$ cat src/rtl/i2s_tdm_tx.sv
// i2s_tdm_tx: frame FIFO plus I2S / left-justified / TDM serialiser.
// The bit clock is divided down from MasterCLK. Underruns are flagged
// (sticky), frames can be muted, and the FIFO fill level is reported.
// Handshake: FrameData is accepted on a rising MasterCLK edge where
// FrameValid && FrameReady. FrameReady does not depend on FrameValid.
module i2s_tdm_tx #(
   parameter int SAMPLE_WIDTH = 16,
   parameter int SLOT_WIDTH   = 32,
   parameter int CHANNELS     = 2,
   parameter int CLK_DIV      = 4,
   parameter int FIFO_DEPTH   = 8
) (
   input  logic                             MasterCLK,
   input  logic                             Reset,
   input  logic                             Enable,
   input  logic                             Mode,
   input  logic                             Mute,
   input  logic [CHANNELS*SAMPLE_WIDTH-1:0] FrameData,
   input  logic                             FrameValid,
   output logic                             FrameReady,
   output logic [$clog2(FIFO_DEPTH):0]      FifoLevel,
   output logic                             Underrun,
   input  logic                             UnderrunClear,
   output logic                             DAC_I2S_CLK,
   output logic                             DAC_I2S_WS,
   output logic                             DAC_I2S_DATA
);
   localparam int FW = CHANNELS * SAMPLE_WIDTH;
   localparam int F  = CHANNELS * SLOT_WIDTH;
   localparam int BW = $clog2(F);
   localparam int DW = (CLK_DIV > 1) ? $clog2(CLK_DIV) : 1;
   localparam int AW = $clog2(FIFO_DEPTH);
   localparam int LW = AW + 1;

   logic [DW-1:0] div_q, div_d;
   logic          clk_q, clk_d;
   logic          ws_q, ws_d;
   logic [BW-1:0] b_q, b_d;
   logic [F-1:0]  sr_q, sr_d;
   logic          mode_q, mode_d;
   logic          under_q, under_d;
   logic [AW-1:0] wr_q, wr_d;
   logic [AW-1:0] rd_q, rd_d;
   logic [LW-1:0] lvl_q, lvl_d;

   logic [FW-1:0] mem [FIFO_DEPTH];
   logic [FW-1:0] rd_data;
   logic [F-1:0]  padded;
   logic [BW-1:0] b_ws;
   logic          tick, fall, load, empty, full, push, pop;

   assign rd_data      = mem[rd_q];
   assign empty        = (lvl_q == '0);
   assign full         = (lvl_q == LW'(FIFO_DEPTH));
   assign FrameReady   = !Reset && !full;
   assign push         = FrameValid && FrameReady;
   assign tick         = Enable && (div_q == DW'(CLK_DIV - 1));
   assign fall         = tick && clk_q;
   assign load         = fall && (b_q == BW'(F - 1));
   assign pop          = load && !empty;
   assign FifoLevel    = lvl_q;
   assign Underrun     = under_q;
   assign DAC_I2S_CLK  = clk_q;
   assign DAC_I2S_WS   = ws_q;
   assign DAC_I2S_DATA = sr_q[F-1];

   // Spread the FIFO head frame into slots: ch0 first, samples MSB-aligned, zero padded.
   always_comb begin
      padded = '0;
      for (int c = 0; c < CHANNELS; c++) begin
         padded[(CHANNELS-c)*SLOT_WIDTH-1 -: SAMPLE_WIDTH] =
            rd_data[(CHANNELS-c)*SAMPLE_WIDTH-1 -: SAMPLE_WIDTH];
      end
   end

   // Next-state: FIFO pointers/level, underrun flag, divider, bit counter, shifter, WS.
   always_comb begin
      div_d   = div_q;
      clk_d   = clk_q;
      ws_d    = ws_q;
      b_d     = b_q;
      sr_d    = sr_q;
      mode_d  = mode_q;
      under_d = under_q;
      wr_d    = wr_q;
      rd_d    = rd_q;
      lvl_d   = lvl_q + LW'(push) - LW'(pop);
      b_ws    = '0;

      if (push) wr_d = wr_q + AW'(1);
      if (pop)  rd_d = rd_q + AW'(1);

      // A new underrun beats a simultaneous clear.
      if (UnderrunClear) under_d = 1'b0;
      if (load && empty) under_d = 1'b1;

      if (!Enable) begin
         div_d = '0;
         clk_d = 1'b0;
         ws_d  = 1'b0;
         b_d   = BW'(F - 1);
         sr_d  = '0;
      end else begin
         div_d = tick ? '0 : div_q + DW'(1);
         if (tick) clk_d = !clk_q;
         if (fall) begin
            if (load) begin
               b_d    = '0;
               mode_d = Mode;
               sr_d   = (empty || Mute) ? '0 : padded;
            end else begin
               b_d  = b_q + BW'(1);
               sr_d = {sr_q[F-2:0], 1'b0};
            end
            // I2S mode looks one bit ahead so WS leads the MSB by one bit clock.
            if (mode_d) b_ws = b_d;
            else        b_ws = (b_d == BW'(F - 1)) ? '0 : b_d + BW'(1);
            if (CHANNELS == 2) ws_d = (b_ws >= BW'(SLOT_WIDTH));
            else               ws_d = (b_ws == '0);
         end
      end
   end

   // State register with synchronous reset.
   always_ff @(posedge MasterCLK) begin
      if (Reset) begin
         div_q   <= '0;
         clk_q   <= 1'b0;
         ws_q    <= 1'b0;
         b_q     <= BW'(F - 1);
         sr_q    <= '0;
         mode_q  <= 1'b0;
         under_q <= 1'b0;
         wr_q    <= '0;
         rd_q    <= '0;
         lvl_q   <= '0;
      end else begin
         div_q   <= div_d;
         clk_q   <= clk_d;
         ws_q    <= ws_d;
         b_q     <= b_d;
         sr_q    <= sr_d;
         mode_q  <= mode_d;
         under_q <= under_d;
         wr_q    <= wr_d;
         rd_q    <= rd_d;
         lvl_q   <= lvl_d;
      end
   end

   // Frame storage; no reset needed since the level gates every read.
   always_ff @(posedge MasterCLK) begin
      if (push) mem[wr_q] <= FrameData;
   end

endmodule
$ cat config.mk
export PLATFORM = sky130hd
export DESIGN_NAME = i2s_tdm_tx
export DESIGN_NICKNAME = d
export VERILOG_FILES = /design/src/rtl/i2s_tdm_tx.sv
export SDC_FILE = /design/constraint.sdc
export NUM_CORES = 1
export LEC_CHECK = 0
export ABC_AREA = 1
export ABC_CLOCK_PERIOD_IN_PS = 4200
export BUFFER_PORTS_ARGS = -buffer_cell sky130_fd_sc_hd__buf_2
export CORE_UTILIZATION = 60
export CTS_CLUSTER_DIAMETER = 60
export DETAILED_ROUTE_END_ITERATION = 10
export PLACE_DENSITY = 0.81
export SLEW_MARGIN = 20
export SYNTH_ARGS = -nofsm -noshare
export SYNTH_HDL_FRONTEND = slang
export SYNTH_SLANG_ARGS = --single-unit
$ cat constraint.sdc
create_clock -name MasterCLK -period 4.2 [get_ports MasterCLK]
set_input_delay 1.26 -clock MasterCLK [delete_from_list [all_inputs] [get_ports MasterCLK]]
set_output_delay 1.26 -clock MasterCLK [all_outputs]
set_load 0.02 [all_outputs]
---- Word level (Yosys, flattened, before mapping) ----
Memory sizes are Yosys's and may differ from the RTL's. A register that Yosys moved wholly into a read port is not among the register bits.
Cells that the tools add are included.
storage, ports and cells
  memories kept ........................... 1
  flip-flop bits (word level) ............. 86
  bits of input ports ..................... 39
  RAM bits ................................ 256
cells by class
  order comparisons ....................... 1
  reduce and logical (&&, ||, !) cells .... 17
  bitwise operators ....................... 1
  muxes and demuxes ....................... 18
  $add $sub $neg .......................... 7
  equality and inequality tests ........... 4
memory list
  name  depth  width  read ports  clocked after memory_dff  wr ports  RTL line  source
  mem   8      32     1           1                         1         46        logic [FW-1:0] mem [FIFO_DEPTH];
operators by type and width
  cell                                                            number
  64-bit two-way mux                                              2
  6-bit two-way mux                                               7
  6-bit by 1-bit adder with 6-bit output (second input constant)  2
  6-bit == test (second input constant)                           2
  1-bit logical AND                                               7
  1-bit two-way mux                                               7
  3-bit by 1-bit adder with 3-bit output (second input constant)  2
  6-bit >= comparator (second input constant)                     1
  3-bit two-way mux                                               2
  4-bit by 1-bit adder with 4-bit output                          1
  4-bit == test (second input constant)                           1
  1-bit zero test                                                 4
  4-bit zero test                                                 1
  4-bit by 1-bit subtractor with 4-bit output                     1
  3-bit OR reduction                                              1
  2-bit by 1-bit adder with 2-bit output (second input constant)  1
  2-bit == test (second input constant)                           1
  2-bit AND reduction                                             1
  2-bit nonzero test                                              1
  2-bit OR reduction                                              1
  1-bit logical OR                                                1
  1-bit inverter                                                  1

---- Depth between registers and ports, before layout ----
  depth in word-level cells ............... 13
  mapped depth ............................ 12
  depth with buffers taken out ............ 12

---- Worst setup path before layout ----
OpenSTA, ideal clock, no wires.
  path kind ............................... input port to flip-flop
  start point ............................. in Reset
  end point ............................... mem mem[1][0] in the netlist's numbering (enable)
  cell stages on the path ................. 6
  path slack .............................. 0.093 ns
  data required time ...................... 3.779 ns
  arrival ................................. 3.686 ns
  buffers on the path ..................... 1
  setup time .............................. 0.421 ns
  cell sequence ........................... buf_2 > a31oi_1 > nand2_1 > nor2_1 > inv_1 > nor2_1
between the ends
  word-level cells in the longest chain between the ends .. 5
RTL lines
  item                                     RTL line  source
  start: declaration                       14        input logic Reset,
  1-bit zero test                          55        assign FrameReady = !Reset && !full;
  1-bit logical AND                        55
  net FrameReady                           20        output logic FrameReady,
  1-bit logical AND                        56        assign push = FrameValid && FrameReady;
  1-bit two-way mux                        153       if (push) mem[wr_q] <= FrameData;
  1-bit two-way mux (implied by the code)  153
  end: declaration                         46
The timed path passes the listed nets, and every way through them passes these cells.

---- Worst setup path after layout ----
  start point ............................. in Reset
  end point ............................... out FrameReady
between the ends
  word-level cells in the longest chain between the ends .. 2
RTL lines
  item               RTL line
  1-bit zero test    55
  1-bit logical AND  55
  end: declaration   20
No other way between the ends.

==> results.json <==
{
  "nets": 1267,
  "clk_latency_ns": 0.51,
  "skew_ns": 0.0158,
  "synth.top_cells.by_count": "256 x edfxtp_1, 210 x nor2_1, 202 x o21ai_0, 164 x nand2_1, 73 x dfxtp_1",
  "max-cap-violations": 0,
  "max_freq_ghz": 0.312,
  "cts_tree": "yes",
  "drt_iter0_drc": 781,
  "clkPwrFrac_pct": 44.3,
  "die_height_um": 150,
  "initial_core_util_pct": 61.8,
  "wl_met3_um": 1640,
  "required_ns": 2.94,
  "ys_seq_area_share_pct": 69.6,
  "max-vdd-ir-drop_uv": 446,
  "cts_setup_buffers": 0,
  "syn_area_per_cell_sq_um": 11.1,
  "synth_top_area_share_pct": 58.5,
  "synth.largest_area_cell": "edfxtp_1",
  "final_area_sq_um": 14800,
  "syn-num-nets": 1234,
  "drive_gt1_share_pct": 12.1,
  "hold_viol_final": 0,
  "maxSlewViolCount": 0,
  "dp.cells": 1454,
  "vias_per_cell": 5.83,
  "critPathSlowestCell": "a31oi_1",
  "synthArstFlopShare_pct": 0,
  "row_count": 53,
  "placed_area_sq_um": 13600,
  "start_kind": "input port",
  "wl_um": 27400,
  "numCtsBuffers": 35,
  "overflow": 0,
  "power.switching_uw": 1400,
  "drc_errors": 0,
  "relSlewSlack_pct": 30.6,
  "vias": 8850,
  "worstMarginPinSlew_ns": 1.04,
  "crit_top_cell": "buf_2",
  "dp_hpwl_um": 15100,
  "grt_pass1_vias": 8542,
  "fp.dieW_um": 150,
  "whs_ns": 0.429,
  "detail-route-antenna-nets": 0,
  "yosysMostFrequentCell": "edfxtp_1",
  "ys_ff_latch": 329,
  "cp-end-kind": "output pin",
  "io_pins": 48,
  "die-area_sq_um": 22500,
  "hold_buffers": 0,
  "rsz0062_at_grt": "false",
  "syn-cell-area_sq_um": 13200,
  "power_density_nw_per_um2": 462,
  "htreeDepth": 2,
  "synthCells": 1183,
  "hold_path_class": "register to register",
  "grt_max_degree": 103,
  "drt-wirelength-per-cell_um": 18.1,
  "setup-violations-final": 0,
  "status": "finished, final reports clean",
  "pwr-share-seq_pct": 52.3,
  "clk_pin_slew_ns": 0.06,
  "dr.pass1.iters": 6,
  "synth_enable_flop_cells": 256,
  "critPathMaxFanout": 10,
  "routed.top_layer": "met4",
  "wl_met2_um": 13400,
  "synth_cell_types": 34,
  "layout_min_cycle_time_ns": 3.21,
  "comb_power_share_pct": 3.4,
  "finalCritPeriodShare_pct": 76.3,
  "track_usage_pct": 25.2,
  "slowest_delay_ns": 0.29,
  "core_sq_um": 21300,
  "clk_path_buf_depth": 3,
  "root_buffer": "clkbuf_16",
  "intPower_uw": 5430,
  "yosys_warnings": 0,
  "cts_sinks": 329,
  "crit_path_cell_trace": "buf_2, a31oi_1, buf_2",
  "area_growth_pct": 12.5,
  "antenna_found_initial": 0,
  "p_sw_share_pct": 20.5,
  "critPathKind": "input port to output pin",
  "wl_met1_um": 11600,
  "synth_top_flop_cell": "edfxtp_1",
  "leakage_uw": 0.00531,
  "numPortBuffers": 47,
  "grt_pass1_wl_um": 43400,
  "cts_resized": 0,
  "layoutNonFillerInstCount": 1519,
  "synth_area_leaders": "edfxtp_1 58%, dfxtp_1 11%, o21ai_0 7.7%, nor2_1 6.0%, nand2_1 4.7%",
  "fin_setup_tns_ns": 0,
  "gp_congestion": 0.840,
  "arrival_ns": 1.95
}
sequential cells by signal, indices dropped and copies added, names as in the netlist, named ones only:
| signal | cells |
|---|---|
| DAC_I2S_CLK | 1 |
| DAC_I2S_WS | 1 |
| FifoLevel | 4 |
| Underrun | 1 |
| b_q | 6 |
| div_q | 2 |
| mem | 256 |
| mode_q | 1 |
| rd_q | 3 |
| sr_q | 48 |
| wr_q | 3 |
per-layer routing:
layer	global-route usage [%]	up-vias
met2	42.1	341
li1	-	4195
met1	33.1	4254
met4	10.1	0
met5	0	-
met3	3.93	60
placed cells by master (no fill, tap or decap), types with 3 or more instances in the layout:
master,instances
inv_1,44
o22ai_1,14
bufinv_16,3
o21ai_1,25
clkbuf_16,36
nand3_1,18
nor2_1,202
a21oi_1,57
clkbuf_1,9
nor3_1,3
edfxtp_1,256
clkinv_2,4
buf_4,13
buf_12,4
buf_2,47
a21oi_2,17
o21ai_0,202
clkinv_1,6
nor2_4,10
nand2_1,164
ha_1,11
inv_6,4
dfxtp_1,71
kinds of logic (layout without fill, tap and decap cells):
| logic type | Yosys count | count (layout) | synth area share, % |
|---|---|---|---|
| AO/OA/AOI/OAI | 321 | 321 | 13.0 |
| XOR/XNOR | 2 | 2 | 0.133 |
| adder cells (fa/ha/maj) | 12 | 12 | 1.20 |
| buffers and inverters | 114 | 174 | 3.83 |
| flip-flops | 329 | 329 | 69.6 |
| other | 0 | 1 | 0 |
| AND/OR/NAND/NOR | 405 | 405 | 12.3 |
critical path, delay by kind of cell:
kind / cells / cell delay (ns)
buffers and inverters: 2 / 0.39
AOI/OAI and AO/OA: 1 / 0.29
final timing paths:
path	start	to	slack, ns	cells after the start
setup / recovery	Reset	FrameReady	0.99	3
hold / removal	div_q[0]	div_q[0]	0.43	1
setup reg to reg	FifoLevel[2]	mem[1][24]	1.62	8
hold reg to reg	div_q[0]	div_q[0]	0.43	1
power groups by stage:
stage | registers [uW] | clock network (uW) | logic, uW
5_1_grt | 3580 | 3190 | 260
4_1_cts | 3580 | 3060 | 231
3_5_place_dp | 3650 | 0 | 227
6_report | 3580 | 3030 | 230
3_3_place_gp | 3640 | 0 | 220
2_1_floorplan | 3650 | 0 | 115
through the flow:
step           utilization, %  total power (uW)  worst slack [ns]
2_1_floorplan               -              3770            0.0931
3_3_place_gp             64.1              3860             0.919
3_5_place_dp             64.1              3870             0.788
4_1_cts                  69.5              6870              1.00
5_1_grt                  69.5              7030             0.958
6_report                 69.5              6830             0.994
final cells by class:
type	instances	area (sq um)
Clock buffer	47	962
Clock inverter	17	179
Timing Repair Buffer	64	413
Tap cell	275	344
Sequential cell	329	9160
Fill cell	1437	6490
Inverter	46	176
Multi-Input combinational cell	740	3560
Antenna cell	1	2.50
(Power assumes the default switching activity.)
